**config.mk**
```make
export PLATFORM = sky130hd
export DESIGN_NAME = ctrl_pipe_flat
export DESIGN_NICKNAME = d
export VERILOG_FILES = /design/src/rtl/ctrl_pipe_if.sv /design/src/rtl/ctrl_pipe.sv /design/src/flat_wrapper.sv
export SDC_FILE = /design/constraint.sdc
export NUM_CORES = 1
export LEC_CHECK = 0
export ABC_AREA = 1
export BUFFER_PORTS_ARGS = -buffer_cell sky130_fd_sc_hd__buf_4
export CAP_MARGIN = 10
export CELL_PAD_IN_SITES_DETAIL_PLACEMENT = 0
export CELL_PAD_IN_SITES_GLOBAL_PLACEMENT = 2
export CORE_ASPECT_RATIO = 2
export CORE_MARGIN = 1
export CORE_UTILIZATION = 27
export CTS_CLUSTER_SIZE = 40
export DETAILED_ROUTE_END_ITERATION = 12
export PLACE_DENSITY_LB_ADDON = 0.1
export SKIP_CTS_REPAIR_TIMING = 1
export SLEW_MARGIN = 20
export SYNTH_ARGS = -nofsm -noshare
export SYNTH_HDL_FRONTEND = slang
export SYNTH_SLANG_ARGS = --single-unit
```
**constraint.sdc**
```tcl
create_clock -name clk -period 2 [get_ports clk]
set_clock_uncertainty 0.1 [all_clocks]
set_input_delay 0 -clock clk [delete_from_list [all_inputs] [get_ports clk]]
set_output_delay 0 -clock clk [all_outputs]
set_load 0.01 [all_outputs]
```
**src/rtl/ctrl_pipe_if.sv**
```systemverilog
// Decode-side control bundle plus the EX/MEM/WB control outputs of ctrl_pipe.
// The slave modport is the pipeline; the master modport is whoever drives decode.
interface ctrl_pipe_if #(
    parameter int CNT_W = 32
);
    logic             id_valid;
    logic             id_is_jal;
    logic             id_is_jalr;
    logic             id_branch;
    logic             id_mem_read;
    logic             id_mem_to_reg;
    logic             id_mem_write;
    logic             id_alu_src;
    logic             id_write_enable;
    logic             id_pc_to_reg;
    logic             id_is_ecall;
    logic [4:0]       id_rd;
    logic             stall;
    logic             flush;

    logic             ex_valid;
    logic             ex_is_jal;
    logic             ex_is_jalr;
    logic             ex_branch;
    logic             ex_alu_src;
    logic             ex_mem_read;
    logic [4:0]       ex_rd;
    logic             mem_valid;
    logic             mem_mem_read;
    logic             mem_mem_write;
    logic [4:0]       mem_rd;
    logic             mem_reg_write;
    logic             wb_valid;
    logic             wb_mem_to_reg;
    logic             wb_pc_to_reg;
    logic             wb_reg_write;
    logic [4:0]       wb_rd;
    logic             is_halted;
    logic [CNT_W-1:0] retired;

    modport slave (
        input  id_valid, id_is_jal, id_is_jalr, id_branch, id_mem_read, id_mem_to_reg,
               id_mem_write, id_alu_src, id_write_enable, id_pc_to_reg, id_is_ecall,
               id_rd, stall, flush,
        output ex_valid, ex_is_jal, ex_is_jalr, ex_branch, ex_alu_src, ex_mem_read, ex_rd,
               mem_valid, mem_mem_read, mem_mem_write, mem_rd, mem_reg_write,
               wb_valid, wb_mem_to_reg, wb_pc_to_reg, wb_reg_write, wb_rd,
               is_halted, retired
    );

    modport master (
        output id_valid, id_is_jal, id_is_jalr, id_branch, id_mem_read, id_mem_to_reg,
               id_mem_write, id_alu_src, id_write_enable, id_pc_to_reg, id_is_ecall,
               id_rd, stall, flush,
        input  ex_valid, ex_is_jal, ex_is_jalr, ex_branch, ex_alu_src, ex_mem_read, ex_rd,
               mem_valid, mem_mem_read, mem_mem_write, mem_rd, mem_reg_write,
               wb_valid, wb_mem_to_reg, wb_pc_to_reg, wb_reg_write, wb_rd,
               is_halted, retired
    );
endinterface

```
**src/rtl/ctrl_pipe.sv**
```systemverilog
// EX/MEM/WB control-bit pipeline with bubble insertion on stall/flush/halt,
// a retired-instruction counter and a sticky halt flag raised by a retiring ecall.
module ctrl_pipe #(
    parameter int CNT_W = 32
) (
    input  logic        clk,
    input  logic        reset,
    ctrl_pipe_if.slave  pipe
);
    // Each stage only carries the bits still needed downstream of it.
    typedef struct packed {
        logic       valid;
        logic       is_jal;
        logic       is_jalr;
        logic       branch;
        logic       alu_src;
        logic       mem_read;
        logic       mem_write;
        logic       mem_to_reg;
        logic       write_enable;
        logic       pc_to_reg;
        logic       is_ecall;
        logic [4:0] rd;
    } ex_t;

    typedef struct packed {
        logic       valid;
        logic       mem_read;
        logic       mem_write;
        logic       mem_to_reg;
        logic       write_enable;
        logic       pc_to_reg;
        logic       is_ecall;
        logic [4:0] rd;
    } mem_t;

    typedef struct packed {
        logic       valid;
        logic       mem_to_reg;
        logic       write_enable;
        logic       pc_to_reg;
        logic       is_ecall;
        logic [4:0] rd;
    } wb_t;

    ex_t              ex_q, ex_d;
    mem_t             mem_q, mem_d;
    wb_t              wb_q, wb_d;
    logic [CNT_W-1:0] retired_q, retired_d;
    logic             halted_q, halted_d;

    always_comb begin
        ex_d = '0;
        if (!pipe.stall && !pipe.flush && !halted_q) begin
            ex_d.valid        = pipe.id_valid;
            ex_d.is_jal       = pipe.id_is_jal;
            ex_d.is_jalr      = pipe.id_is_jalr;
            ex_d.branch       = pipe.id_branch;
            ex_d.alu_src      = pipe.id_alu_src;
            ex_d.mem_read     = pipe.id_mem_read;
            ex_d.mem_write    = pipe.id_mem_write;
            ex_d.mem_to_reg   = pipe.id_mem_to_reg;
            ex_d.write_enable = pipe.id_write_enable;
            ex_d.pc_to_reg    = pipe.id_pc_to_reg;
            ex_d.is_ecall     = pipe.id_is_ecall;
            ex_d.rd           = pipe.id_rd;
        end

        mem_d.valid        = ex_q.valid;
        mem_d.mem_read     = ex_q.mem_read;
        mem_d.mem_write    = ex_q.mem_write;
        mem_d.mem_to_reg   = ex_q.mem_to_reg;
        mem_d.write_enable = ex_q.write_enable;
        mem_d.pc_to_reg    = ex_q.pc_to_reg;
        mem_d.is_ecall     = ex_q.is_ecall;
        mem_d.rd           = ex_q.rd;

        wb_d.valid         = mem_q.valid;
        wb_d.mem_to_reg    = mem_q.mem_to_reg;
        wb_d.write_enable  = mem_q.write_enable;
        wb_d.pc_to_reg     = mem_q.pc_to_reg;
        wb_d.is_ecall      = mem_q.is_ecall;
        wb_d.rd            = mem_q.rd;

        retired_d = retired_q + CNT_W'(wb_q.valid);
        halted_d  = halted_q | (wb_q.valid & wb_q.is_ecall);
    end

    always_ff @(posedge clk or posedge reset) begin
        if (reset) begin
            ex_q      <= '0;
            mem_q     <= '0;
            wb_q      <= '0;
            retired_q <= '0;
            halted_q  <= 1'b0;
        end else begin
            ex_q      <= ex_d;
            mem_q     <= mem_d;
            wb_q      <= wb_d;
            retired_q <= retired_d;
            halted_q  <= halted_d;
        end
    end

    // Qualify everything with the stage valid so a bubble never leaks stale bits.
    assign pipe.ex_valid      = ex_q.valid;
    assign pipe.ex_is_jal     = ex_q.valid & ex_q.is_jal;
    assign pipe.ex_is_jalr    = ex_q.valid & ex_q.is_jalr;
    assign pipe.ex_branch     = ex_q.valid & ex_q.branch;
    assign pipe.ex_alu_src    = ex_q.valid & ex_q.alu_src;
    assign pipe.ex_mem_read   = ex_q.valid & ex_q.mem_read;
    assign pipe.ex_rd         = {5{ex_q.valid}} & ex_q.rd;

    assign pipe.mem_valid     = mem_q.valid;
    assign pipe.mem_mem_read  = mem_q.valid & mem_q.mem_read;
    assign pipe.mem_mem_write = mem_q.valid & mem_q.mem_write;
    assign pipe.mem_rd        = {5{mem_q.valid}} & mem_q.rd;
    assign pipe.mem_reg_write = mem_q.valid & mem_q.write_enable & (|mem_q.rd);

    assign pipe.wb_valid      = wb_q.valid;
    assign pipe.wb_mem_to_reg = wb_q.valid & wb_q.mem_to_reg;
    assign pipe.wb_pc_to_reg  = wb_q.valid & wb_q.pc_to_reg;
    assign pipe.wb_rd         = {5{wb_q.valid}} & wb_q.rd;
    assign pipe.wb_reg_write  = wb_q.valid & wb_q.write_enable & (|wb_q.rd);

    assign pipe.is_halted     = halted_q;
    assign pipe.retired       = retired_q;
endmodule
```
**src/flat_wrapper.sv**
```systemverilog
// flat-port wrapper written by rule: the top's interface ports become plain ports
module ctrl_pipe_flat 
#(
    parameter int CNT_W = 32
)
  (clk, reset, pipe_id_valid, pipe_id_is_jal, pipe_id_is_jalr, pipe_id_branch, pipe_id_mem_read, pipe_id_mem_to_reg, pipe_id_mem_write, pipe_id_alu_src, pipe_id_write_enable, pipe_id_pc_to_reg, pipe_id_is_ecall, pipe_id_rd, pipe_stall, pipe_flush, pipe_ex_valid, pipe_ex_is_jal, pipe_ex_is_jalr, pipe_ex_branch, pipe_ex_alu_src, pipe_ex_mem_read, pipe_ex_rd, pipe_mem_valid, pipe_mem_mem_read, pipe_mem_mem_write, pipe_mem_rd, pipe_mem_reg_write, pipe_wb_valid, pipe_wb_mem_to_reg, pipe_wb_pc_to_reg, pipe_wb_reg_write, pipe_wb_rd, pipe_is_halted, pipe_retired);
  ctrl_pipe_if #(.CNT_W(CNT_W)) pipe_i ();
  input  logic clk;
  input  logic reset;
  input wire logic [$bits(pipe_i.id_valid)-1:0] pipe_id_valid;
  input wire logic [$bits(pipe_i.id_is_jal)-1:0] pipe_id_is_jal;
  input wire logic [$bits(pipe_i.id_is_jalr)-1:0] pipe_id_is_jalr;
  input wire logic [$bits(pipe_i.id_branch)-1:0] pipe_id_branch;
  input wire logic [$bits(pipe_i.id_mem_read)-1:0] pipe_id_mem_read;
  input wire logic [$bits(pipe_i.id_mem_to_reg)-1:0] pipe_id_mem_to_reg;
  input wire logic [$bits(pipe_i.id_mem_write)-1:0] pipe_id_mem_write;
  input wire logic [$bits(pipe_i.id_alu_src)-1:0] pipe_id_alu_src;
  input wire logic [$bits(pipe_i.id_write_enable)-1:0] pipe_id_write_enable;
  input wire logic [$bits(pipe_i.id_pc_to_reg)-1:0] pipe_id_pc_to_reg;
  input wire logic [$bits(pipe_i.id_is_ecall)-1:0] pipe_id_is_ecall;
  input wire logic [$bits(pipe_i.id_rd)-1:0] pipe_id_rd;
  input wire logic [$bits(pipe_i.stall)-1:0] pipe_stall;
  input wire logic [$bits(pipe_i.flush)-1:0] pipe_flush;
  output wire logic [$bits(pipe_i.ex_valid)-1:0] pipe_ex_valid;
  output wire logic [$bits(pipe_i.ex_is_jal)-1:0] pipe_ex_is_jal;
  output wire logic [$bits(pipe_i.ex_is_jalr)-1:0] pipe_ex_is_jalr;
  output wire logic [$bits(pipe_i.ex_branch)-1:0] pipe_ex_branch;
  output wire logic [$bits(pipe_i.ex_alu_src)-1:0] pipe_ex_alu_src;
  output wire logic [$bits(pipe_i.ex_mem_read)-1:0] pipe_ex_mem_read;
  output wire logic [$bits(pipe_i.ex_rd)-1:0] pipe_ex_rd;
  output wire logic [$bits(pipe_i.mem_valid)-1:0] pipe_mem_valid;
  output wire logic [$bits(pipe_i.mem_mem_read)-1:0] pipe_mem_mem_read;
  output wire logic [$bits(pipe_i.mem_mem_write)-1:0] pipe_mem_mem_write;
  output wire logic [$bits(pipe_i.mem_rd)-1:0] pipe_mem_rd;
  output wire logic [$bits(pipe_i.mem_reg_write)-1:0] pipe_mem_reg_write;
  output wire logic [$bits(pipe_i.wb_valid)-1:0] pipe_wb_valid;
  output wire logic [$bits(pipe_i.wb_mem_to_reg)-1:0] pipe_wb_mem_to_reg;
  output wire logic [$bits(pipe_i.wb_pc_to_reg)-1:0] pipe_wb_pc_to_reg;
  output wire logic [$bits(pipe_i.wb_reg_write)-1:0] pipe_wb_reg_write;
  output wire logic [$bits(pipe_i.wb_rd)-1:0] pipe_wb_rd;
  output wire logic [$bits(pipe_i.is_halted)-1:0] pipe_is_halted;
  output wire logic [$bits(pipe_i.retired)-1:0] pipe_retired;
  assign pipe_i.id_valid = pipe_id_valid;
  assign pipe_i.id_is_jal = pipe_id_is_jal;
  assign pipe_i.id_is_jalr = pipe_id_is_jalr;
  assign pipe_i.id_branch = pipe_id_branch;
  assign pipe_i.id_mem_read = pipe_id_mem_read;
  assign pipe_i.id_mem_to_reg = pipe_id_mem_to_reg;
  assign pipe_i.id_mem_write = pipe_id_mem_write;
  assign pipe_i.id_alu_src = pipe_id_alu_src;
  assign pipe_i.id_write_enable = pipe_id_write_enable;
  assign pipe_i.id_pc_to_reg = pipe_id_pc_to_reg;
  assign pipe_i.id_is_ecall = pipe_id_is_ecall;
  assign pipe_i.id_rd = pipe_id_rd;
  assign pipe_i.stall = pipe_stall;
  assign pipe_i.flush = pipe_flush;
  assign pipe_ex_valid = pipe_i.ex_valid;
  assign pipe_ex_is_jal = pipe_i.ex_is_jal;
  assign pipe_ex_is_jalr = pipe_i.ex_is_jalr;
  assign pipe_ex_branch = pipe_i.ex_branch;
  assign pipe_ex_alu_src = pipe_i.ex_alu_src;
  assign pipe_ex_mem_read = pipe_i.ex_mem_read;
  assign pipe_ex_rd = pipe_i.ex_rd;
  assign pipe_mem_valid = pipe_i.mem_valid;
  assign pipe_mem_mem_read = pipe_i.mem_mem_read;
  assign pipe_mem_mem_write = pipe_i.mem_mem_write;
  assign pipe_mem_rd = pipe_i.mem_rd;
  assign pipe_mem_reg_write = pipe_i.mem_reg_write;
  assign pipe_wb_valid = pipe_i.wb_valid;
  assign pipe_wb_mem_to_reg = pipe_i.wb_mem_to_reg;
  assign pipe_wb_pc_to_reg = pipe_i.wb_pc_to_reg;
  assign pipe_wb_reg_write = pipe_i.wb_reg_write;
  assign pipe_wb_rd = pipe_i.wb_rd;
  assign pipe_is_halted = pipe_i.is_halted;
  assign pipe_retired = pipe_i.retired;
  ctrl_pipe #(.CNT_W(CNT_W)) u_core (.clk(clk), .reset(reset), .pipe(pipe_i));
endmodule
```
# Word level (Yosys, flattened, before mapping)
# Index checks and enable logic that the tools add are counted.
# totals
in_bits	20
reg_bits	71
# classes
n_addsub	1
n_mux	1
bitwise	18
n_reduce_logical	7
# ops
operator	n
32-bit by 1-bit adder with 32-bit output	1
16-bit two-way mux	1
5-bit bitwise AND	3
1-bit bitwise AND	14
5-bit OR reduction	2
1-bit logical NOT	3
1-bit logical AND	2
1-bit bitwise OR	1

# Logic depth before layout (Yosys ltp)
# depth
ltp_word	4
depth_mapped	9
mapped_depth_nobuf	9

# Worst setup path before layout
# OpenSTA, ideal clock, no wires.
# synth_timing
path_kind	register to register
startpoint	register u_core.wb_q, in the netlist u_core.pipe.wb_valid
endpoint	register u_core.retired_q[30] (netlist: u_core.pipe.retired[30])
period_less_slack_ns	1.596
path_buffers	0
setup_time_ns	0.117
required_ns	1.783
path_slack_ns	0.404
arrival_time_ns	1.380
stages_incl_launch_ff	10
path_cell_list	dfrtp_1 > ha_1 > ha_1 > nand2_2 > nor2_8 > nand2_2 > nor2_4 > nand2_1 > nand2_1 > nand2_1
# synth_between
elab_chain_len	1
# synth_lines
item	line	rtl
from (decl)	ctrl_pipe.sv:48	wb_t wb_q, wb_d;
from (signal assigned)	ctrl_pipe.sv:99	wb_q <= wb_d;
32-bit by 1-bit adder with 32-bit output	ctrl_pipe.sv:85	retired_d = retired_q + CNT_W'(wb_q.valid);
named net u_core.retired_d[30]	ctrl_pipe.sv:49	logic [CNT_W-1:0] retired_q, retired_d;
to (signal assigned)	ctrl_pipe.sv:100	retired_q <= retired_d;
to (decl)	ctrl_pipe.sv:49	
# The timed path passes the listed nets, and every way through them passes these cells.

# Final worst setup path
# Ends and elaborated chain as after synthesis.

==> impl_metrics.json <==
{
  "nNetsFinal": 495,
  "seqPwrFrac": 0.434,
  "clock_latency_ps": 330,
  "maxCapViolCount": 0,
  "grt_antenna_before_repair": 0,
  "synth_area_per_cell_um2": 8.59,
  "required_ps": 2120,
  "p_int_uw": 2810,
  "r2r-end": "u_core.pipe.retired[30]",
  "globalplace.congestion": 0.738,
  "num-fill-cells": 1194,
  "p_clk_frac": 0.481,
  "grt_pass1_vias": 2582,
  "first_pass_iters": 4,
  "antennaDiodeCount": 0,
  "synth_cells": 364,
  "pre_cts_ws_ps": 311,
  "powerDensity_nw_per_um2": 830,
  "yosysSeqAreaShare": 0.568,
  "track_usage": 0.150,
  "die_h_um": 154,
  "layout_common_cells": "nand2_1, buf_4, dfrtp_1",
  "whs_ps": 198,
  "drive_above_1_share": 0.256,
  "p_comb_frac": 0.085,
  "r2r_start": "u_core.pipe.wb_valid",
  "grt_max_degree": 27,
  "overflow": 0,
  "power_switching_uw": 882,
  "clkSinkCount": 71,
  "ff2ff_setup_slack_ps": 330,
  "tightest_slew_ps": 594,
  "setup_viol": 0,
  "initial_core_util": 0.277,
  "total_power_uw": 3690,
  "htree_levels": 3,
  "yosysWarnings": 0,
  "die-area_um2": 12000,
  "relSlewSlack": 0.604,
  "sw_frac_of_total": 0.239,
  "io_buffers": 81,
  "vias": 2541,
  "rows": 55,
  "yosys.area.top_type": "dfrtp_1",
  "hold_class": "in2async",
  "ys_ff_latch": 71,
  "root_buffer": "clkbuf_16",
  "io_pins": 82,
  "ant_nets": 0,
  "arrival_ps": 1790,
  "syn-num-nets": 387,
  "clockBufferDepth": 2,
  "synth_area_um2": 3130,
  "start_kind": "flip-flop",
  "routed_wl_um": 8260,
  "grt_setup_unrepaired": "no",
  "drc": 0,
  "timing.fmax_mhz": 599,
  "cts_buffers": 9,
  "synth_cell_types": 17,
  "status": "completed",
  "fin_crit_sh": 0.835,
  "routed_via_density": 4.11,
  "hold_viol_final": 0,
  "reg2reg_depth": 9,
  "yosys.area.top_type_share": 0.568,
  "die_x_um": 78.1,
  "drt-initial-drc-count": 94,
  "dp.cells": 586,
  "synthTopCellsByArea": "dfrtp_1, nand2_1, inv_1",
  "cp_max_fo": 5,
  "syn_to_final_growth_pct": 42.2,
  "layout_commonest_cell": "nand2_1",
  "slew_violations": 0,
  "clk_pin_slew_ps": 60,
  "dpl.hpwl_um": 6320,
  "setup_slack_ps": 330,
  "setup_tns_ps": 0,
  "cts_tree": "done",
  "coreArea_um2": 11300,
  "crit_type": "reg2reg",
  "crit_path_end_kind": "flip-flop",
  "grt_pass1_wl_um": 13100,
  "wire_per_inst_um": 13.3,
  "min_period_ps": 1670,
  "total_leakage_power_uw": 0.00249,
  "ir_drop_mv": 0.473,
  "finalNonFillerCells": 619
}
-- sequential cells by signal (all words and copies together) (netlist names) --
register / cells
u_core.pipe.retired: 32
u_core.ex_q: 15
u_core.mem_q: 11
u_core.wb_q: 9
u_core.pipe.ex_valid: 1
u_core.pipe.is_halted: 1
u_core.pipe.mem_valid: 1
u_core.pipe.wb_valid: 1
-- synthesized netlist by cell type --
library cell    n
nor3_1          2
clkbuf_1        4
inv_2           1
nor2_8          1
nor2_1         48
nand2_4         2
ha_1            3
nor2_4          6
nand2_2         4
nor2_2          7
nand2_1       120
dfrtp_1        71
inv_1          63
nand3b_1        8
nand3_1         9
xor2_1         11
xnor2_1         4
-- kinds of logic (layout without fill, tap and decap cells) --
group,after synthesis,count (layout),share of synthesized area
buf+inv,68,181,0.0817
fa+ha+maj,3,3,0.0120
simple gates,207,207,0.296
flops,71,71,0.568
xor+xnor,15,15,0.0420
-- through the flow --
| stage | util | cell area (um2) |
|---|---|---|
| finish | 0.394 | 4450 |
| global route | 0.394 | 4450 |
| CTS | 0.379 | 4280 |
| detailed placement | 0.349 | 3940 |
| global placement | 0.349 | 3940 |
| floorplan | - | 3130 |
-- power by group through the flow --
| stage | Combinational [uW] | Sequential, uW | Clock [uW] |
|---|---|---|---|
| after floorplan | 120 | 1630 | 0 |
| after global placement | 292 | 1630 | 0 |
| after detailed placement | 298 | 1630 | 0 |
| after CTS | 299 | 1610 | 1840 |
| after global routing | 347 | 1610 | 1920 |
| final | 314 | 1600 | 1770 |
-- metal layers --
layer / up-vias / global-route usage / share of wire
li1: 1275 / - / -
met2: 71 / 0.281 / 0.58
met4: 0 / 0.0882 / 0.033
met1: 1185 / 0.141 / 0.34
met3: 10 / 0.0421 / 0.045
met5: - / 0 / 0
-- area by class of cell --
class | instances | area, um2 | share of cell area
inverters | 64 | 240 | 0.0540
clock buffers | 10 | 239 | 0.0538
multi-input cells | 225 | 1090 | 0.246
repair buffers | 101 | 826 | 0.186
well taps | 142 | 178 | 0.0400
clock inverters | 6 | 92.6 | 0.0208
flip-flops and latches | 71 | 1780 | 0.400
-- worst max-delay path, cell delays in order, from the launching register on --
cell and delay, ps:
dfrtp_1 390, ha_1 180, ha_1 200, nand2_2 100
nor2_8 140, nand2_2 90, nor2_4 180, nand2_1 70
nand2_1 50, nand2_1 50
-- worst max-delay path by stage --
stage	slack (ps)	start	cells past startpoint	endpoint
floorplan	100	reset	1	u_core.ex_q[0]
global placement	350	u_core.pipe.retired[14]	7	u_core.pipe.retired[29]
detailed placement	310	u_core.pipe.retired[0]	9	u_core.pipe.retired[22]
CTS	290	u_core.pipe.retired[0]	9	u_core.pipe.retired[22]
global route	220	u_core.pipe.wb_valid	9	u_core.pipe.retired[20]
finish	330	u_core.pipe.wb_valid	9	u_core.pipe.retired[30]
(Power assumes the default switching activity.)
